--- src/rtl/c17_fault_sequencer_if.sv ---
// Mismatch-record handshake between the fault sequencer (master) and its consumer (slave).
interface c17_fault_sequencer_if;
    logic       res_valid;
    logic       res_ready;
    logic [5:0] res_opcode;
    logic [4:0] res_pattern;
    logic       res_n22;
    logic       res_n23;

    modport master (
        output res_valid,
        output res_opcode,
        output res_pattern,
        output res_n22,
        output res_n23,
        input  res_ready
    );

    modport slave (
        input  res_valid,
        input  res_opcode,
        input  res_pattern,
        input  res_n22,
        input  res_n23,
        output res_ready
    );
endinterface

--- src/rtl/c17_fault_sequencer.sv ---
// Exhaustive stuck-at fault campaign driver for an ISCAS c17 block.
// First captures the fault-free response for all 32 input patterns, then replays every
// pattern under each of the 22 table faults and emits a record for every output mismatch.
module c17_fault_sequencer (
    input  logic                          clk,
    input  logic                          rst,
    input  logic                          start,
    output logic [4:0]                    dut_in,
    output logic [5:0]                    dut_opcode,
    input  logic                          dut_n22,
    input  logic                          dut_n23,
    c17_fault_sequencer_if.master         res,
    output logic [21:0]                   detected,
    output logic [9:0]                    mism_cnt,
    output logic                          busy,
    output logic                          done
);

    localparam int unsigned NumPatterns = 32;
    localparam logic [4:0]  LastPattern = 5'd31;
    localparam logic [4:0]  LastFault   = 5'd21;

    typedef enum logic [2:0] {
        StIdle,
        StGolden,
        StFault,
        StDrain,
        StDone
    } state_e;

    // Fixed fault list; entry index is also the bit position in detected.
    function automatic logic [5:0] fault_opcode(input logic [4:0] idx);
        logic [5:0] op;
        case (idx)
            5'd0:    op = 6'h03;
            5'd1:    op = 6'h11;
            5'd2:    op = 6'h13;
            5'd3:    op = 6'h07;
            5'd4:    op = 6'h06;
            5'd5:    op = 6'h0D;
            5'd6:    op = 6'h05;
            5'd7:    op = 6'h0F;
            5'd8:    op = 6'h15;
            5'd9:    op = 6'h29;
            5'd10:   op = 6'h21;
            5'd11:   op = 6'h20;
            5'd12:   op = 6'h27;
            5'd13:   op = 6'h2B;
            5'd14:   op = 6'h2D;
            5'd15:   op = 6'h2C;
            5'd16:   op = 6'h2F;
            5'd17:   op = 6'h2E;
            5'd18:   op = 6'h17;
            5'd19:   op = 6'h16;
            5'd20:   op = 6'h1D;
            5'd21:   op = 6'h1F;
            default: op = 6'h00;
        endcase
        return op;
    endfunction

    state_e      state_q;
    logic [4:0]  pattern_q;
    logic [4:0]  fault_q;
    logic [5:0]  opcode_q;
    logic        valid_q;
    logic [5:0]  rec_opcode_q;
    logic [4:0]  rec_pattern_q;
    logic        rec_n22_q;
    logic        rec_n23_q;
    logic [21:0] detected_q;
    logic [9:0]  mism_cnt_q;
    logic        busy_q;
    logic        done_q;

    // Fault-free response per pattern, {n22, n23}; always rewritten in GOLDEN before use.
    logic [1:0]  golden_q [NumPatterns];

    logic [1:0]  obs;
    logic        slot_free;
    logic        mismatch;

    // Compare/advance qualifiers for the current cycle.
    always_comb begin
        obs       = {dut_n22, dut_n23};
        slot_free = !valid_q || res.res_ready;
        mismatch  = (obs != golden_q[pattern_q]);
    end

    // Golden capture: the pattern applied last edge has settled by this edge.
    always_ff @(posedge clk) begin
        if (state_q == StGolden) begin
            golden_q[pattern_q] <= obs;
        end
    end

    // Campaign FSM with registered stimulus, record and status outputs.
    always_ff @(posedge clk) begin
        if (rst) begin
            state_q       <= StIdle;
            pattern_q     <= 5'd0;
            fault_q       <= 5'd0;
            opcode_q      <= 6'd0;
            valid_q       <= 1'b0;
            rec_opcode_q  <= 6'd0;
            rec_pattern_q <= 5'd0;
            rec_n22_q     <= 1'b0;
            rec_n23_q     <= 1'b0;
            detected_q    <= 22'd0;
            mism_cnt_q    <= 10'd0;
            busy_q        <= 1'b0;
            done_q        <= 1'b0;
        end else begin
            // Consumer takes the record; a new load below takes priority.
            if (res.res_ready) begin
                valid_q <= 1'b0;
            end

            case (state_q)
                StIdle, StDone: begin
                    if (start) begin
                        state_q    <= StGolden;
                        pattern_q  <= 5'd0;
                        fault_q    <= 5'd0;
                        opcode_q   <= 6'd0;
                        detected_q <= 22'd0;
                        mism_cnt_q <= 10'd0;
                        busy_q     <= 1'b1;
                        done_q     <= 1'b0;
                    end
                end

                StGolden: begin
                    if (pattern_q == LastPattern) begin
                        state_q   <= StFault;
                        pattern_q <= 5'd0;
                        fault_q   <= 5'd0;
                        opcode_q  <= fault_opcode(5'd0);
                    end else begin
                        pattern_q <= pattern_q + 5'd1;
                    end
                end

                StFault: begin
                    // Stall everything while an unaccepted record occupies the slot.
                    if (slot_free) begin
                        if (mismatch) begin
                            valid_q             <= 1'b1;
                            rec_opcode_q        <= opcode_q;
                            rec_pattern_q       <= pattern_q;
                            rec_n22_q           <= dut_n22;
                            rec_n23_q           <= dut_n23;
                            detected_q[fault_q] <= 1'b1;
                            mism_cnt_q          <= mism_cnt_q + 10'd1;
                        end
                        if (pattern_q == LastPattern) begin
                            pattern_q <= 5'd0;
                            if (fault_q == LastFault) begin
                                state_q  <= StDrain;
                                opcode_q <= 6'd0;
                            end else begin
                                fault_q  <= fault_q + 5'd1;
                                opcode_q <= fault_opcode(fault_q + 5'd1);
                            end
                        end else begin
                            pattern_q <= pattern_q + 5'd1;
                        end
                    end
                end

                StDrain: begin
                    // Finish once the last record is gone (or leaves on this edge).
                    if (slot_free) begin
                        state_q <= StDone;
                        busy_q  <= 1'b0;
                        done_q  <= 1'b1;
                    end
                end

                default: begin
                    state_q <= StIdle;
                    busy_q  <= 1'b0;
                    done_q  <= 1'b0;
                end
            endcase
        end
    end

    assign dut_in          = pattern_q;
    assign dut_opcode      = opcode_q;
    assign res.res_valid   = valid_q;
    assign res.res_opcode  = rec_opcode_q;
    assign res.res_pattern = rec_pattern_q;
    assign res.res_n22     = rec_n22_q;
    assign res.res_n23     = rec_n23_q;
    assign detected        = detected_q;
    assign mism_cnt        = mism_cnt_q;
    assign busy            = busy_q;
    assign done            = done_q;

endmodule

--- src/flat_wrapper.sv ---
// flat-port wrapper written by rule: the top's interface ports become plain ports
module c17_fault_sequencer_flat 
  (clk, rst, start, dut_in, dut_opcode, dut_n22, dut_n23, detected, mism_cnt, busy, done, res_res_valid, res_res_opcode, res_res_pattern, res_res_n22, res_res_n23, res_res_ready);
  c17_fault_sequencer_if res_i ();
  input  logic clk;
  input  logic rst;
  input  logic start;
  output logic [4:0] dut_in;
  output logic [5:0] dut_opcode;
  input  logic dut_n22;
  input  logic dut_n23;
  output logic [21:0] detected;
  output logic [9:0] mism_cnt;
  output logic busy;
  output logic done;
  output wire logic [$bits(res_i.res_valid)-1:0] res_res_valid;
  output wire logic [$bits(res_i.res_opcode)-1:0] res_res_opcode;
  output wire logic [$bits(res_i.res_pattern)-1:0] res_res_pattern;
  output wire logic [$bits(res_i.res_n22)-1:0] res_res_n22;
  output wire logic [$bits(res_i.res_n23)-1:0] res_res_n23;
  input wire logic [$bits(res_i.res_ready)-1:0] res_res_ready;
  assign res_res_valid = res_i.res_valid;
  assign res_res_opcode = res_i.res_opcode;
  assign res_res_pattern = res_i.res_pattern;
  assign res_res_n22 = res_i.res_n22;
  assign res_res_n23 = res_i.res_n23;
  assign res_i.res_ready = res_res_ready;
  c17_fault_sequencer u_core (.clk(clk), .rst(rst), .start(start), .dut_in(dut_in), .dut_opcode(dut_opcode), .dut_n22(dut_n22), .dut_n23(dut_n23), .res(res_i), .detected(detected), .mism_cnt(mism_cnt), .busy(busy), .done(done));
endmodule
--- config.mk ---
export PLATFORM = sky130hd
export DESIGN_NAME = c17_fault_sequencer_flat
export DESIGN_NICKNAME = d
export VERILOG_FILES = /design/src/rtl/c17_fault_sequencer_if.sv /design/src/rtl/c17_fault_sequencer.sv /design/src/flat_wrapper.sv
export SDC_FILE = /design/constraint.sdc
export NUM_CORES = 1
export LEC_CHECK = 0
export ABC_AREA = 0
export CAP_MARGIN = 25
export CELL_PAD_IN_SITES_DETAIL_PLACEMENT = 1
export CELL_PAD_IN_SITES_GLOBAL_PLACEMENT = 1
export CORE_MARGIN = 10
export CORE_UTILIZATION = 50
export CTS_BUF_LIST = sky130_fd_sc_hd__clkbuf_4 sky130_fd_sc_hd__clkbuf_8
export DETAILED_ROUTE_END_ITERATION = 8
export HOLD_SLACK_MARGIN = 0.08
export PLACE_DENSITY = 0.93
export SYNTH_ARGS = -nofsm -noshare
export SYNTH_HDL_FRONTEND = slang
export SYNTH_SLANG_ARGS = --single-unit
--- constraint.sdc ---
create_clock -name clk -period 5.57 [get_ports clk]
set_input_delay 0.8355 -clock clk [delete_from_list [all_inputs] [get_ports clk]]
set_output_delay 0.8355 -clock clk [all_outputs]
set_load 0.005 [all_outputs]
### Word level (Yosys, flattened, before mapping)

Memories as Yosys holds them, arrays and structs flattened. A register that Yosys moved wholly into a read port is not among the register bits.
Index checks and enable logic that the tools add are counted.

| word-level totals | value |
|---|---|
| input bits | 6 |
| memories | 2 |
| output and inout bits | 59 |
| word-level logic and storage cells | 98 |
| ROM bits | 192 |
| bits in writable memories | 64 |
| bits in registers | 67 |

| operators by class | value |
|---|---|
| $lt $le $gt $ge | 2 |
| equal/unequal tests | 15 |
| bitwise logic cells | 2 |
| reductions and logical operators | 15 |
| $add $sub $neg | 3 |
| multiplexer cells | 46 |

Memory list:

| name | depth | bits a word | read ports | clocked after memory_dff | write ports | RTL line | source |
|---|---|---|---|---|---|---|---|
| (no name shown) | 32 | 6 | 1 | 0 | 0 | c17_fault_sequencer.sv:34 | `case (idx)` |
| u_core.golden_q | 32 | 2 | 1 | 1 | 1 | c17_fault_sequencer.sv:77 | `logic [1:0] golden_q [NumPatterns];` |

Operators with widths:

| kind | number |
|---|---|
| two-way mux 22 bit | 3 |
| two-way mux 5 bit | 9 |
| one-hot mux 22 bit (2 select lines) | 1 |
| two-way mux 10 bit | 3 |
| two-way mux 6 bit | 5 |
| one-hot mux 5 bit (3 select lines) | 2 |
| OR 22 bit | 1 |
| one-hot mux 10 bit (2 select lines) | 1 |
| two-way mux 3 bit | 6 |
| one-hot mux 6 bit (3 select lines) | 1 |
| one-hot mux 3 bit (4 select lines) | 1 |
| AND reduction 6 bit | 2 |
| two-way mux 1 bit | 11 |
| adder 10 x 1 -> 10 bit (second input constant) | 1 |
| adder 5 x 1 -> 5 bit (second input constant) | 2 |
| == test 5 bit (second input constant) | 2 |
| inequality test 2 x 1 -> 1 bit (second input constant) | 5 |
| AND reduction 3 bit | 3 |
| == test 3 x 2 -> 1 bit (second input constant) | 2 |
| < comparator 5 x 6 -> 1 bit (second input constant) | 1 |
| inequality test 2 bit (second input constant) | 3 |
| one-hot mux 1 bit (3 select lines) | 2 |
| demux 1 bit (select 5 bit) | 1 |
| greater-or-equal comparator 5 x 1 -> 1 bit (second input constant) | 1 |
| 13 further kinds | 14 |

### Longest topological paths before layout

| logic depth | value |
|---|---|
| word-level depth | 8 |
| depth in mapped cells | 13 |
| gate-level depth less buffers | 9 |

### Worst setup path after synthesis

Ideal clock, no wire load.

| timing path | value |
|---|---|
| path type | register to register |
| start point | register (tool-made name) |
| end point | register u_core.rec_pattern_q[0] (netlist: u_core.res.res_pattern[0]) |
| path slack | 3.042 ns |
| buffers on the path | 4 |
| required time | 5.442 ns |
| cell stages (with the launch flop) | 13 |
| arrival | 2.400 ns |
| setup time | 0.128 ns |
| clock period less this slack | 2.528 ns |
| path through | dfxtp_1 buf_6 buf_6 mux2_4 mux4_2 nand2_1 nand3b_1 a21bo_1 a31oi_2 buf_6 buf_12 mux2i_1 nor2_1 |

RTL lines:

| element | RTL line | source |
|---|---|---|
| to (signal assigned) | c17_fault_sequencer.sv:150 | `rec_pattern_q <= pattern_q;` |
| to (decl) | c17_fault_sequencer.sv:68 | `logic [4:0] rec_pattern_q;` |

==> out/metrics.csv <==
metric;value;unit
ANT cells;0;
commonest non-fill, non-tap cell in the layout;nor2_1;
EDFF count, synth;64;
clk_lat worst skew;470;ps
max_cap viols;0;
initial antenna violation count;0;
synth top area cells;edfxtp_1, dfxtp_1, nor2_1;
cts repair resizes;0;
Clock Tree Buf Depth;2;
most used cell, CP;buf_4;
synth warn;0;
worst setup path class;reg -> reg;
CP cell instances;buf_4 > mux2_4 > mux4_2 > nand2_1 > nand3b_1 > a21bo_1 > a31oi_4 > buf_4 > mux2i_1 > nor2_1;
Synth Area in Compound Gates;11.3;%
mux share of post-synthesis cell area;9.31;%
vias per cell;6.26;
CTS Hold Buffers Added;0;
fillcell total;1223;
Hold Path Class;reg -> reg;
worst path required time;5910;ps
ys async rst share;0;%
hold path endpoint;u_core.detected[15];
simple-gate share of the synthesized area;15.9;%
Final Hold Viols;0;
CP max stage cell;dfxtp_1;
largest family of logic cells by synthesized area;simple AND/OR/NAND/NOR gates;
Worst R2R Path Depth;10;
via count;4759;
Netlist cell types;56;
Routed WL per cell;24.5;um
gr usage total;22.5;%
Synth top area share;32.0;%
Avg Cell Area, Syn;11.0;um2
layout cell share with drive strength beyond 1;9.89;%
core area;11600;um2
final design area excluding fillers;7140;um2
Layout area overhead;18.9;%
Critical Path Fanout Max;25;
IO buf count;64;
Seq cells post-synth;136;
xor/xnor share of the synthesized area;1.31;%
num ports;65;
Max Fclk;0.242;GHz
Rows;39;
ANT nets after route;0;
Placer Congestion;0.837;
commonest non-fill, non-tap cells in the layout;nor2_1, dfxtp_1, clkdlybuf4s50_1, edfxtp_1, a31oi_1;
leakage;2.34;nW
post-placement cell area;6680;um2
crit path DAT;4480;ps
final WL;18600;um
vias in the first global route;4963;
WHS Path Cells;2;
synthesized cell area;6010;um2
dpl hpwl;12200;um
CP delay by family, top;multiplexers;
RSZ-0062 raised after global routing;false;
DRT Pass-1 Iters;5;
startpoint types;flip-flop;
Slew @ Worst Pin;911;ps
starting density of the core;51.7;%
Hold Startpoint;u_core.detected[15];
critical path buffer and inverter count;2;
Cells after Synth;547;
Post-CTS Setup Inserts;0;
clk slew on worst S/H paths;80;ps
pin count of the biggest net entering global routing;41;
worst-case clock skew;13.5;ps
TritonCTS clock tree;yes;
# DRC;0;
TritonCTS buffer count;17;
worst reg2reg setup slack;1430;ps
post-synthesis sequential area ratio;56.0;%
die area;16800;um2
leading register cell type out of synthesis;dfxtp_1;
clock sinks;136;
first-pass GRT wire length;29000;um
CP endpoint kind;flip-flop;
final setup fails;0;
Max Slew Vio Count;0;
H-tree depth;4;
PwrDens;300;nW/um2
DR iter-0 viols;578;
GRT overflow;0;
Tmin final;4140;ps
leading area contributor after synthesis;edfxtp_1;
Synth Area in Adders;2.50;%
reg2reg end;u_core.res.res_pattern[3];
Die Ht;130;um
clk root buf;clkbuf_8;
fin nets;622;
setup tns final;0;ps
Net Count, Synth;565;
Final Cycle Share;74.3;%
status;finished clean;
worst vdd ir;0.000188;V
CP max stage delay;900;ps
Rel. slew slack;39.2;%
die width;130;um
==> cell families (layout without fill, tap and decap cells) <==
kind of cell / Yosys count / count (layout)
muxes: 41 / 41
AOI/OAI and AO/OA: 105 / 105
and+or+nand+nor: 202 / 202
adders and majority gates: 12 / 12
buffers and inverters: 42 / 112
xor gates and xnor gates: 9 / 9
DFF: 136 / 136
==> how the worst max path moves through the flow <==
| stage | start | to | slack, ps | depth (start not counted) |
|---|---|---|---|---|
| 2_1_floorplan | flip-flop | u_core.res.res_pattern[0] | 3040 | 12 |
| 3_3_place_gp | dut_n23 | u_core.res.res_n23 | 1780 | 6 |
| 3_5_place_dp | dut_n23 | u_core.res.res_opcode[4] | 1430 | 6 |
| 4_1_cts | flip-flop | u_core.res.res_pattern[3] | 1490 | 10 |
| 5_1_grt | flip-flop | u_core.res.res_pattern[3] | 1330 | 10 |
| 6_report | flip-flop | u_core.res.res_pattern[3] | 1430 | 10 |
==> cells in the mapped netlist, types with 3 or more instances <==
| cell | n |
|---|---|
| inv_1 | 10 |
| a31oi_1 | 29 |
| edfxtp_1 | 64 |
| nand3b_1 | 9 |
| nor3_1 | 5 |
| mux2i_1 | 21 |
| o22a_1 | 3 |
| nor2_1 | 99 |
| buf_2 | 6 |
| and3_1 | 6 |
| buf_6 | 5 |
| nand4_1 | 3 |
| a22oi_1 | 7 |
| o21ai_0 | 13 |
| mux2_2 | 6 |
| nor3b_1 | 3 |
| and3b_1 | 3 |
| a21o_1 | 3 |
| ha_1 | 12 |
| nand2_1 | 26 |
| mux4_2 | 10 |
| xor2_1 | 5 |
| or3_1 | 6 |
| dfxtp_1 | 72 |
| o31ai_1 | 3 |
| xnor2_1 | 4 |
| mux2_4 | 3 |
| nor2b_1 | 8 |
| nand2b_1 | 9 |
| a21oi_1 | 26 |
| clkbuf_1 | 17 |
| nand3_1 | 18 |
==> area by class of cell <==
| type | count | area [um2] | area share, % |
|---|---|---|---|
| Inverter | 10 | 37.5 | 0.525 |
| Clock inverter | 15 | 200 | 2.80 |
| Clock buffer | 17 | 234 | 3.28 |
| Sequential cell | 136 | 3360 | 47.1 |
| Timing Repair Buffer | 70 | 701 | 9.81 |
| Multi-Input combinational cell | 369 | 2430 | 34.0 |
| Tap cell | 143 | 179 | 2.50 |
==> metal layers <==
metal / routed length, um / GRT usage [%] / vias to the layer above / part of all wire, %
met5: 0 / 0 / - / 0
li1: - / - / 2107 / -
met2: 9220 / 37.0 / 225 / 50
met1: 7470 / 27.5 / 2383 / 40
met4: 446 / 7.67 / 0 / 2.4
met3: 1470 / 6.77 / 44 / 7.9
==> metrics by stage <==
| step | util [%] | hold slack, ps | setup slack [ps] | std cells | total power, mW |
|---|---|---|---|---|---|
| after global placement | 57.5 | 457 | 1780 | 726 | 1.24 |
| after floorplan | - | 455 | 3040 | 547 | 1.20 |
| final | 61.5 | 491 | 1430 | 760 | 2.14 |
| after CTS | 61.2 | 494 | 1490 | 758 | 2.14 |
| after global routing | 61.5 | 514 | 1330 | 760 | 2.20 |
| after detailed placement | 57.5 | 479 | 1430 | 726 | 1.25 |
==> sequential cells by signal, summed over array words and instances (netlist names), named ones only <==
signal	count
u_core.busy	1
u_core.detected	22
u_core.done	1
u_core.dut_in	5
u_core.dut_opcode	6
u_core.fault_q	5
u_core.golden_q	64
u_core.mism_cnt	10
u_core.res.res_n22	1
u_core.res.res_n23	1
u_core.res.res_opcode	6
u_core.res.res_pattern	5
u_core.res.res_valid	1
u_core.state_q	3
==> power breakdown <==
part	internal [mW]	leakage [nW]	switching (mW)
logic	0.0655	0.976	0.0965
clock network	0.489	0.210	0.413
registers	1.05	1.16	0.0258
==> worst register-to-register path, delay by kind of cell, from the launching register on <==
| family | cells | cell delay [ps] |
|---|---|---|
| multiplexers | 3 | 1100 |
| AND/OR/NAND/NOR | 3 | 310 |
| AO/OA/AOI/OAI | 2 | 950 |
| flip-flops | 1 | 900 |
| buffers and inverters | 2 | 760 |
No activity file was read; power rests on OpenSTA's default activity.
